$ cat config.mk
export PLATFORM = sky130hd
export DESIGN_NAME = shift_arbiter_ctrl
export DESIGN_NICKNAME = d
export VERILOG_FILES = /design/src/rtl/shift_arbiter_ctrl.sv
export SDC_FILE = /design/constraint.sdc
export NUM_CORES = 1
export LEC_CHECK = 0
export ABC_AREA = 1
export CAP_MARGIN = 20
export CORE_MARGIN = 2
export CORE_UTILIZATION = 47
export CTS_BUF_LIST = sky130_fd_sc_hd__clkbuf_2
export CTS_CLUSTER_SIZE = 25
export DETAILED_ROUTE_END_ITERATION = 10
export PLACE_DENSITY = 0.77
export SETUP_SLACK_MARGIN = 0.05
export SYNTH_ARGS = -nofsm -noshare
export SYNTH_HDL_FRONTEND = slang
export SYNTH_SLANG_ARGS = --single-unit
export TNS_END_PERCENT = 100
$ cat constraint.sdc
create_clock -name clk -period 2.4 [get_ports clk]
set_clock_uncertainty 0.15 [all_clocks]
set_input_delay 0.48 -clock clk [delete_from_list [all_inputs] [get_ports clk]]
set_output_delay 0.48 -clock clk [all_outputs]
set_load 0.1 [all_outputs]
$ cat src/rtl/shift_arbiter_ctrl.sv
// shift_arbiter_ctrl: two-requester scheduler feeding a 5-stage byte delay line.
// One byte per cycle is arbitrated into stage 0. Idle cycles insert 8'h00 bubbles.
// Valid and requester-ID shadow chains tag each output byte with its origin.
// A flush/drain sequence stops admission and pulses flush_done once the line is empty.
// Optional macro SHIFT_ARB_FIXED_PRIO_EN: req0 always beats req1, and no last_id register is built.

module shift_register #(
  parameter int unsigned DEPTH = 5,
  parameter int unsigned WIDTH = 8
) (
  input  logic             clk,
  input  logic             rst,
  input  logic [WIDTH-1:0] din,
  output logic [WIDTH-1:0] dout
);

  logic [DEPTH-1:0][WIDTH-1:0] stage_q;
  logic [DEPTH-1:0][WIDTH-1:0] stage_d;

  // shift one stage per cycle; stage 0 takes din
  always_comb begin
    stage_d = {stage_q[DEPTH-2:0], din};
  end

  // stage registers
  always_ff @(posedge clk) begin
    if (rst) begin
      stage_q <= '0;
    end else begin
      stage_q <= stage_d;
    end
  end

  assign dout = stage_q[DEPTH-1];

endmodule

module shift_arbiter_ctrl #(
  parameter int unsigned DEPTH = 5,
  parameter int unsigned WIDTH = 8
) (
  input  logic             clk,
  input  logic             rst,
  input  logic             req0,
  input  logic [WIDTH-1:0] din0,
  output logic             gnt0,
  input  logic             req1,
  input  logic [WIDTH-1:0] din1,
  output logic             gnt1,
  input  logic             flush,
  output logic [WIDTH-1:0] dout,
  output logic             dout_valid,
  output logic             dout_id,
  output logic [2:0]       occupancy,
  output logic             busy,
  output logic             flush_done
);

  localparam int unsigned OCC_W = 3;

  typedef enum logic [1:0] {
    ST_IDLE  = 2'd0,
    ST_RUN   = 2'd1,
    ST_DRAIN = 2'd2
  } state_e;

  state_e             state_q, state_d;
  logic [OCC_W-1:0]   occ_q, occ_d;
  logic [DEPTH-1:0]   valid_q, valid_d;
  logic [DEPTH-1:0]   id_q, id_d;
  logic               xfer;
  logic               xfer_id;
  logic [WIDTH-1:0]   xfer_data;

`ifndef SHIFT_ARB_FIXED_PRIO_EN
  logic               last_id_q, last_id_d;
`endif

  // grant selection; admission is closed during reset, flush and drain
  always_comb begin
    gnt0 = 1'b0;
    gnt1 = 1'b0;
    if (!rst && !flush && (state_q != ST_DRAIN)) begin
`ifdef SHIFT_ARB_FIXED_PRIO_EN
      gnt0 = req0;
      gnt1 = req1 & ~req0;
`else
      if (req0 && req1) begin
        gnt0 = last_id_q;
        gnt1 = ~last_id_q;
      end else begin
        gnt0 = req0;
        gnt1 = req1;
      end
`endif
    end
  end

  // transfer decode and stage-0 byte (bubble when nothing is granted)
  always_comb begin
    xfer      = (req0 & gnt0) | (req1 & gnt1);
    xfer_id   = req1 & gnt1;
    xfer_data = '0;
    if (req1 && gnt1) begin
      xfer_data = din1;
    end else if (req0 && gnt0) begin
      xfer_data = din0;
    end
  end

  shift_register #(
    .DEPTH (DEPTH),
    .WIDTH (WIDTH)
  ) u_line (
    .clk  (clk),
    .rst  (rst),
    .din  (xfer_data),
    .dout (dout)
  );

  assign dout_valid = valid_q[DEPTH-1];
  assign dout_id    = id_q[DEPTH-1];
  assign occupancy  = occ_q;
  assign busy       = (state_q != ST_IDLE);

  // shadow chains, occupancy count and round-robin pointer next values
  always_comb begin
    valid_d = {valid_q[DEPTH-2:0], xfer};
    id_d    = {id_q[DEPTH-2:0], xfer_id};
    occ_d   = occ_q + OCC_W'(xfer) - OCC_W'(dout_valid);
`ifndef SHIFT_ARB_FIXED_PRIO_EN
    last_id_d = xfer ? xfer_id : last_id_q;
`endif
  end

  // control FSM: flush has top priority except while already draining
  always_comb begin
    state_d    = state_q;
    flush_done = 1'b0;
    case (state_q)
      ST_IDLE: begin
        if (flush) begin
          state_d = ST_DRAIN;
        end else if (xfer) begin
          state_d = ST_RUN;
        end
      end
      ST_RUN: begin
        if (flush) begin
          state_d = ST_DRAIN;
        end else if (occ_d == '0) begin
          state_d = ST_IDLE;
        end
      end
      ST_DRAIN: begin
        if (occ_q == '0) begin
          state_d    = ST_IDLE;
          flush_done = ~rst;
        end
      end
      default: begin
        state_d = ST_IDLE;
      end
    endcase
  end

  // state, shadow and counter registers
  always_ff @(posedge clk) begin
    if (rst) begin
      state_q <= ST_IDLE;
      occ_q   <= '0;
      valid_q <= '0;
      id_q    <= '0;
    end else begin
      state_q <= state_d;
      occ_q   <= occ_d;
      valid_q <= valid_d;
      id_q    <= id_d;
    end
  end

`ifndef SHIFT_ARB_FIXED_PRIO_EN
  // round-robin pointer; reset to 1 so req0 wins the first tie
  always_ff @(posedge clk) begin
    if (rst) begin
      last_id_q <= 1'b1;
    end else begin
      last_id_q <= last_id_d;
    end
  end
`endif

endmodule
; ---- Word-level counts from Yosys, hierarchy flattened
; Cells that the tools add are included.
[totals]
out_inout_bits = 17
inputBits = 21
elab_cells = 49
regBits = 56
[op_classes]
eq_ne = 6
bitwise_logic = 5
n_mux = 14
n_reduce_logical = 12
addsub = 2
[op_table]
columns = cell, n
row1 = $mux 8, 2
row2 = $mux 2, 5
row3 = $logic_not 3->1, 2
row4 = $mux 1, 6
row5 = $ne 3x3->1 const B, 2
row6 = $pmux 2 s3, 1
row7 = $logic_and 1x1->1, 5
row8 = $ne 2x2->1 const B, 2
row9 = $add 3x1->3, 1
row10 = $reduce_and 3->1, 1
row11 = $sub 3x1->3, 1
row12 = $and 1x1->1, 2
row13 = $eq 2x1->1 const B, 1
row14 = $eq 2x2->1 const B, 1
row15 = $logic_not 1->1, 2
row16 = $logic_not 2->1, 1
row17 = $not 1->1, 2
row18 = $reduce_bool 2->1, 1
row19 = $or 1x1->1, 1

; ---- Logic depth before layout (Yosys ltp)
[logic_depth]
depth_word = 12
depth_mapped = 18
mapped_depth_nobuf = 18

; ---- Cells and area by module
; A second synthesis with hierarchy kept.
[unflattened]
cells_unflattened = 223
hier_area_um2 = 1906.8
[by_module_without_submodules]
columns = mod, area_each_um2, n_inst, seq_area_each_um2, cells_per_inst
row1 = shift_register, 1146.1, 1, 800.8, 124
row2 = shift_arbiter_ctrl, 760.7, 1, 320.3, 99

; ---- Worst setup path after synthesis
; Ideal clock, no wire load.
[synth_path]
path_kind = flip-flop to output port
startpoint = register occ_q[1], in the netlist occupancy[1]
endpoint = output port flush_done
t_required_ns = 1.770
n_path_buf = 0
t_arrival_ns = 2.991
path_stages_with_launch = 4
path_slack_ns = -1.221
cell_sequence = dfxtp_1 -> nor2_1 -> nand2_1 -> nor3_1
[synth_between]
elab_chain_len = 3
[synth_lines]
columns = element, line
row1 = "start, declared", 68  ; logic [OCC_W-1:0] occ_q, occ_d;
row2 = "start signal, assigned", 171  ; occ_q <= '0;
row3 = "start signal, assigned", 176  ; occ_q <= occ_d;
row4 = $logic_not 3->1, 156  ; if (occ_q == '0) begin
row5 = $mux 1, 156
row6 = $mux 1, 140  ; case (state_q)
row7 = "end, declared", 56  ; output logic flush_done
; Every way passes these cells.

; ---- Final worst setup path
[layout_path]
startpoint = register state_q[1]
endpoint = output port flush_done
[layout_between]
elab_chain_len = 2
[layout_lines]
columns = element, line
row1 = "start, declared", 67  ; state_e state_q, state_d;
row2 = "start signal, assigned", 175  ; state_q <= state_d;
row3 = $eq 2x2->1, 140
row4 = $mux 1, 140
; Every way passes these cells.

==> metrics.md <==
| Metric | Value |
|---|---|
| Wire per inst | `8.598 um` |
| Slowest stage delay, CP | `0.48 ns` |
| Clock sink total | `56` |
| Flops & latches, synth | `56` |
| Post-Synth Adder-Cell Area | `2.466%` |
| Hold buffer count at cts | `0` |
| Detail Route Antenna Nets | `0` |
| IO Count | `38` |
| Diodes inserted | `0` |
| Multiplexer share of the synthesized area | `0%` |
| Placed cell areas | `0.002313 mm2` |
| Slew HR | `69.30%` |
| Final Hold Fails | `0` |
| Die width | `66.35 um` |
| Row count | `22` |
| Worst R2R End | `state_q[0]$_SDFFE_PP0P_` |
| H-tree levels | `2` |
| Synth Cell Area | `0.001827 mm2` |
| DR vias | `1,304` |
| CTS Buf Count | `5` |
| CP most frequent cell | `buf_4` |
| Routability cong. | `0.7773` |
| Avg Cell Area, Syn | `8.497 um2` |
| Post-DP HPWL | `1992 um` |
| Final instance count without filler cells | `316` |
| Initial antenna violation count | `0` |
| Area share of xor/xnor cells in the synthesized design | `0%` |
| R2r setup slk | `0.13 ns` |
| Worst Hold Path EP | `valid_q[4]$_SDFF_PP0_` |
| DIE AREA | `0.004402 mm2` |
| Netlist cell types | `19` |
| Final WL | `2717 um` |
| TritonCTS clock tree | `yes` |
| Setup crit start kind | `flip-flop` |
| Die outline height | `66.35 um` |
| Bufs on Longest Clock Path | `2` |
| Pwr Density | `669.9 mW/mm2` |
| Sequential cell area fraction in the yosys report | `61.37%` |
| Nets@finish | `291` |
| GRT overflow | `0` |
| Layout cell share with drive strength beyond 1 | `23.88%` |
| Drt via density | `4.127` |
| Simple-gate portion of the synthesized area | `21.85%` |
| Post-Syn Instances | `215` |
| Status | `completed` |
| Worst hold path cell count | `2` |
| RSZ-0062 raised after global routing | `true` |
| DP Cell Count | `305` |
| Overall power | `1.639 mW` |
| Yosys warning count | `0` |
| Hold_sp | `valid_q[3]$_SDFF_PP0_` |
| Core area | `0.003689 mm2` |
| Root buffer cell | `clkbuf_2` |
| Clk slew on worst S/H paths | `0.26 ns` |
| Synth Area in Compound Gates | `1.918%` |
| Initial core utilization | `49.53%` |
| Crit path DAT | `1.65 ns` |
| HP Class | `flip-flop to flip-flop` |
| # DRC | `0` |
| CP Capture Type | `primary output` |
| Final Cell Area | `0.002446 mm2` |
| Final min period | `2.280 ns` |
| Crit path cell chain | `nand2_4 -> buf_4 -> buf_4 -> nor3_4 -> buf_12` |
| F_max | `438.7 MHz` |
| Most frequent cells in the layout | `53 x dfxtp_1, 48 x inv_1, 47 x nor2_1, 32 x nand2_1, 27 x buf_4` |
| Fin. max-slew vios | `0` |
| Max FO, Critical Path | `4` |
| 1st-iter DRT viols | `48` |
| Max-cap violations | `0` |
| RR Startpoint | `state_q[1]$_SDFFE_PP0P_` |
| Fin crit share | `94.98%` |
| Clk_lat worst skew | `0.43 ns` |
| Largest net degree at the start of global routing | `48` |
| Worst VDD drop | `0.3234 mV` |
| WS Path Type | `flip-flop to primary output` |
| Leak pwr | `1.091 nW` |
| Worst path required time | `1.77 ns` |
| Commonest non-fill, non-tap cell in the layout | `dfxtp_1` |
| Area delta synth->final | `33.90%` |
| Worst-Margin Slew | `0.4605 ns` |
| DR pass1 iterations | `4` |
| Largest family of logic cells by synthesized area | `simple AND/OR/NAND/NOR gates` |
| Syn Nets | `239` |
| # port buffers | `37` |
| Crit path max-delay cell type | `dfxtp_1` |
| First-pass GRT wire length | `4705 um` |
| Reg2Reg Depth | `17` |
| Vias in the first global route | `1,223` |
| Finish-stage setup viols | `0` |
| Tot GR Track Use | `14.45%` |
==> where the power goes <==
part / switching, mW / total [mW] / internal, mW
Clock: 0.274 / 0.459 / 0.185
Combinational: 0.130 / 0.214 / 0.0833
Sequential: 0.0110 / 0.966 / 0.955
==> how the worst max path moves through the flow <==
stage	start	end	slack (ns)	cells past startpoint
3_5_place_dp	flush	state_q[0]$_SDFFE_PP0P_	-0.56	15
3_3_place_gp	flush	state_q[0]$_SDFFE_PP0P_	-0.46	15
5_1_grt	state_q[0]$_SDFFE_PP0P_	state_q[0]$_SDFFE_PP0P_	-0.004	18
6_report	state_q[1]$_SDFFE_PP0P_	flush_done	0.12	5
4_1_cts	state_q[0]$_SDFFE_PP0P_	state_q[0]$_SDFFE_PP0P_	0.06	15
2_1_floorplan	rst	state_q[0]$_SDFFE_PP0P_	-0.04	17
==> registers in the layout (all words and copies together), names as in the netlist <==
signal and count:
u_line.stage_d 32, u_line.dout 8, id_q 5, valid_q 5, occupancy 3, state_q 2
last_id_q 1
==> routing by layer <==
layer | wire length (um) | track usage (%)
met5 | 0 | 0
met4 | 61 | 6.888
met3 | 175 | 5.281
met2 | 1395 | 26.75
met1 | 1084 | 13.96
==> area by class of cell <==
type	instances	area (um2)
clock inverters	2	38.79
repair buffers	50	454.2
fillers	330	1242
clock buffers	6	30.03
multi-input cells	100	533.0
well taps	48	60.06
inverters	54	205.2
flip-flops and latches	56	1125
==> through the flow <==
step | setup TNS (ns) | worst slack, ns | hold slack (ns) | util, %
after floorplan | -0.04204 | -0.04204 | 0.2309 | -
after global routing | -0.003717 | -0.003717 | 0.2630 | 66.32
after CTS | 0 | 0.06135 | 0.2568 | 65.06
after detailed placement | -1.224 | -0.5593 | 0.2429 | 62.72
final | 0 | 0.1205 | 0.2659 | 66.32
after global placement | -1.002 | -0.4627 | 0.2397 | 62.72
==> repair_timing <==
action,4_1_cts,5_1_grt
setup buffers,2,1
endpoints found under the setup margin,1,2
hold endpoints to repair,0,0
pin swaps,1,5
resized for setup,7,12
==> cells in the mapped netlist, drive strengths merged <==
cell | n | area, um2
dfxtp | 56 | 1121
inv | 54 | 202.7
nor2 | 49 | 198.9
nand2 | 38 | 157.7
buf | 4 | 20.02
a21oi | 3 | 30.03
nand3 | 3 | 20.02
ha | 2 | 25.02
nor3 | 2 | 10.01
clkbuf | 1 | 3.750
fa | 1 | 20.02
nand4 | 1 | 12.51
o21ai | 1 | 5.000
==> critical path, delay by kind of cell (launching register included) <==
kind / cells / cell delay, ns
DFF: 1 / 0.48
and+or+nand+nor: 2 / 0.27
buffers and inverters: 3 / 0.47
==> kinds of logic after synthesis <==
logic type	after synthesis
compound gates	4
simple gates	93
buf+inv	59
fa+ha+maj	3
flops	56
No activity file was read; power rests on OpenSTA's default activity.
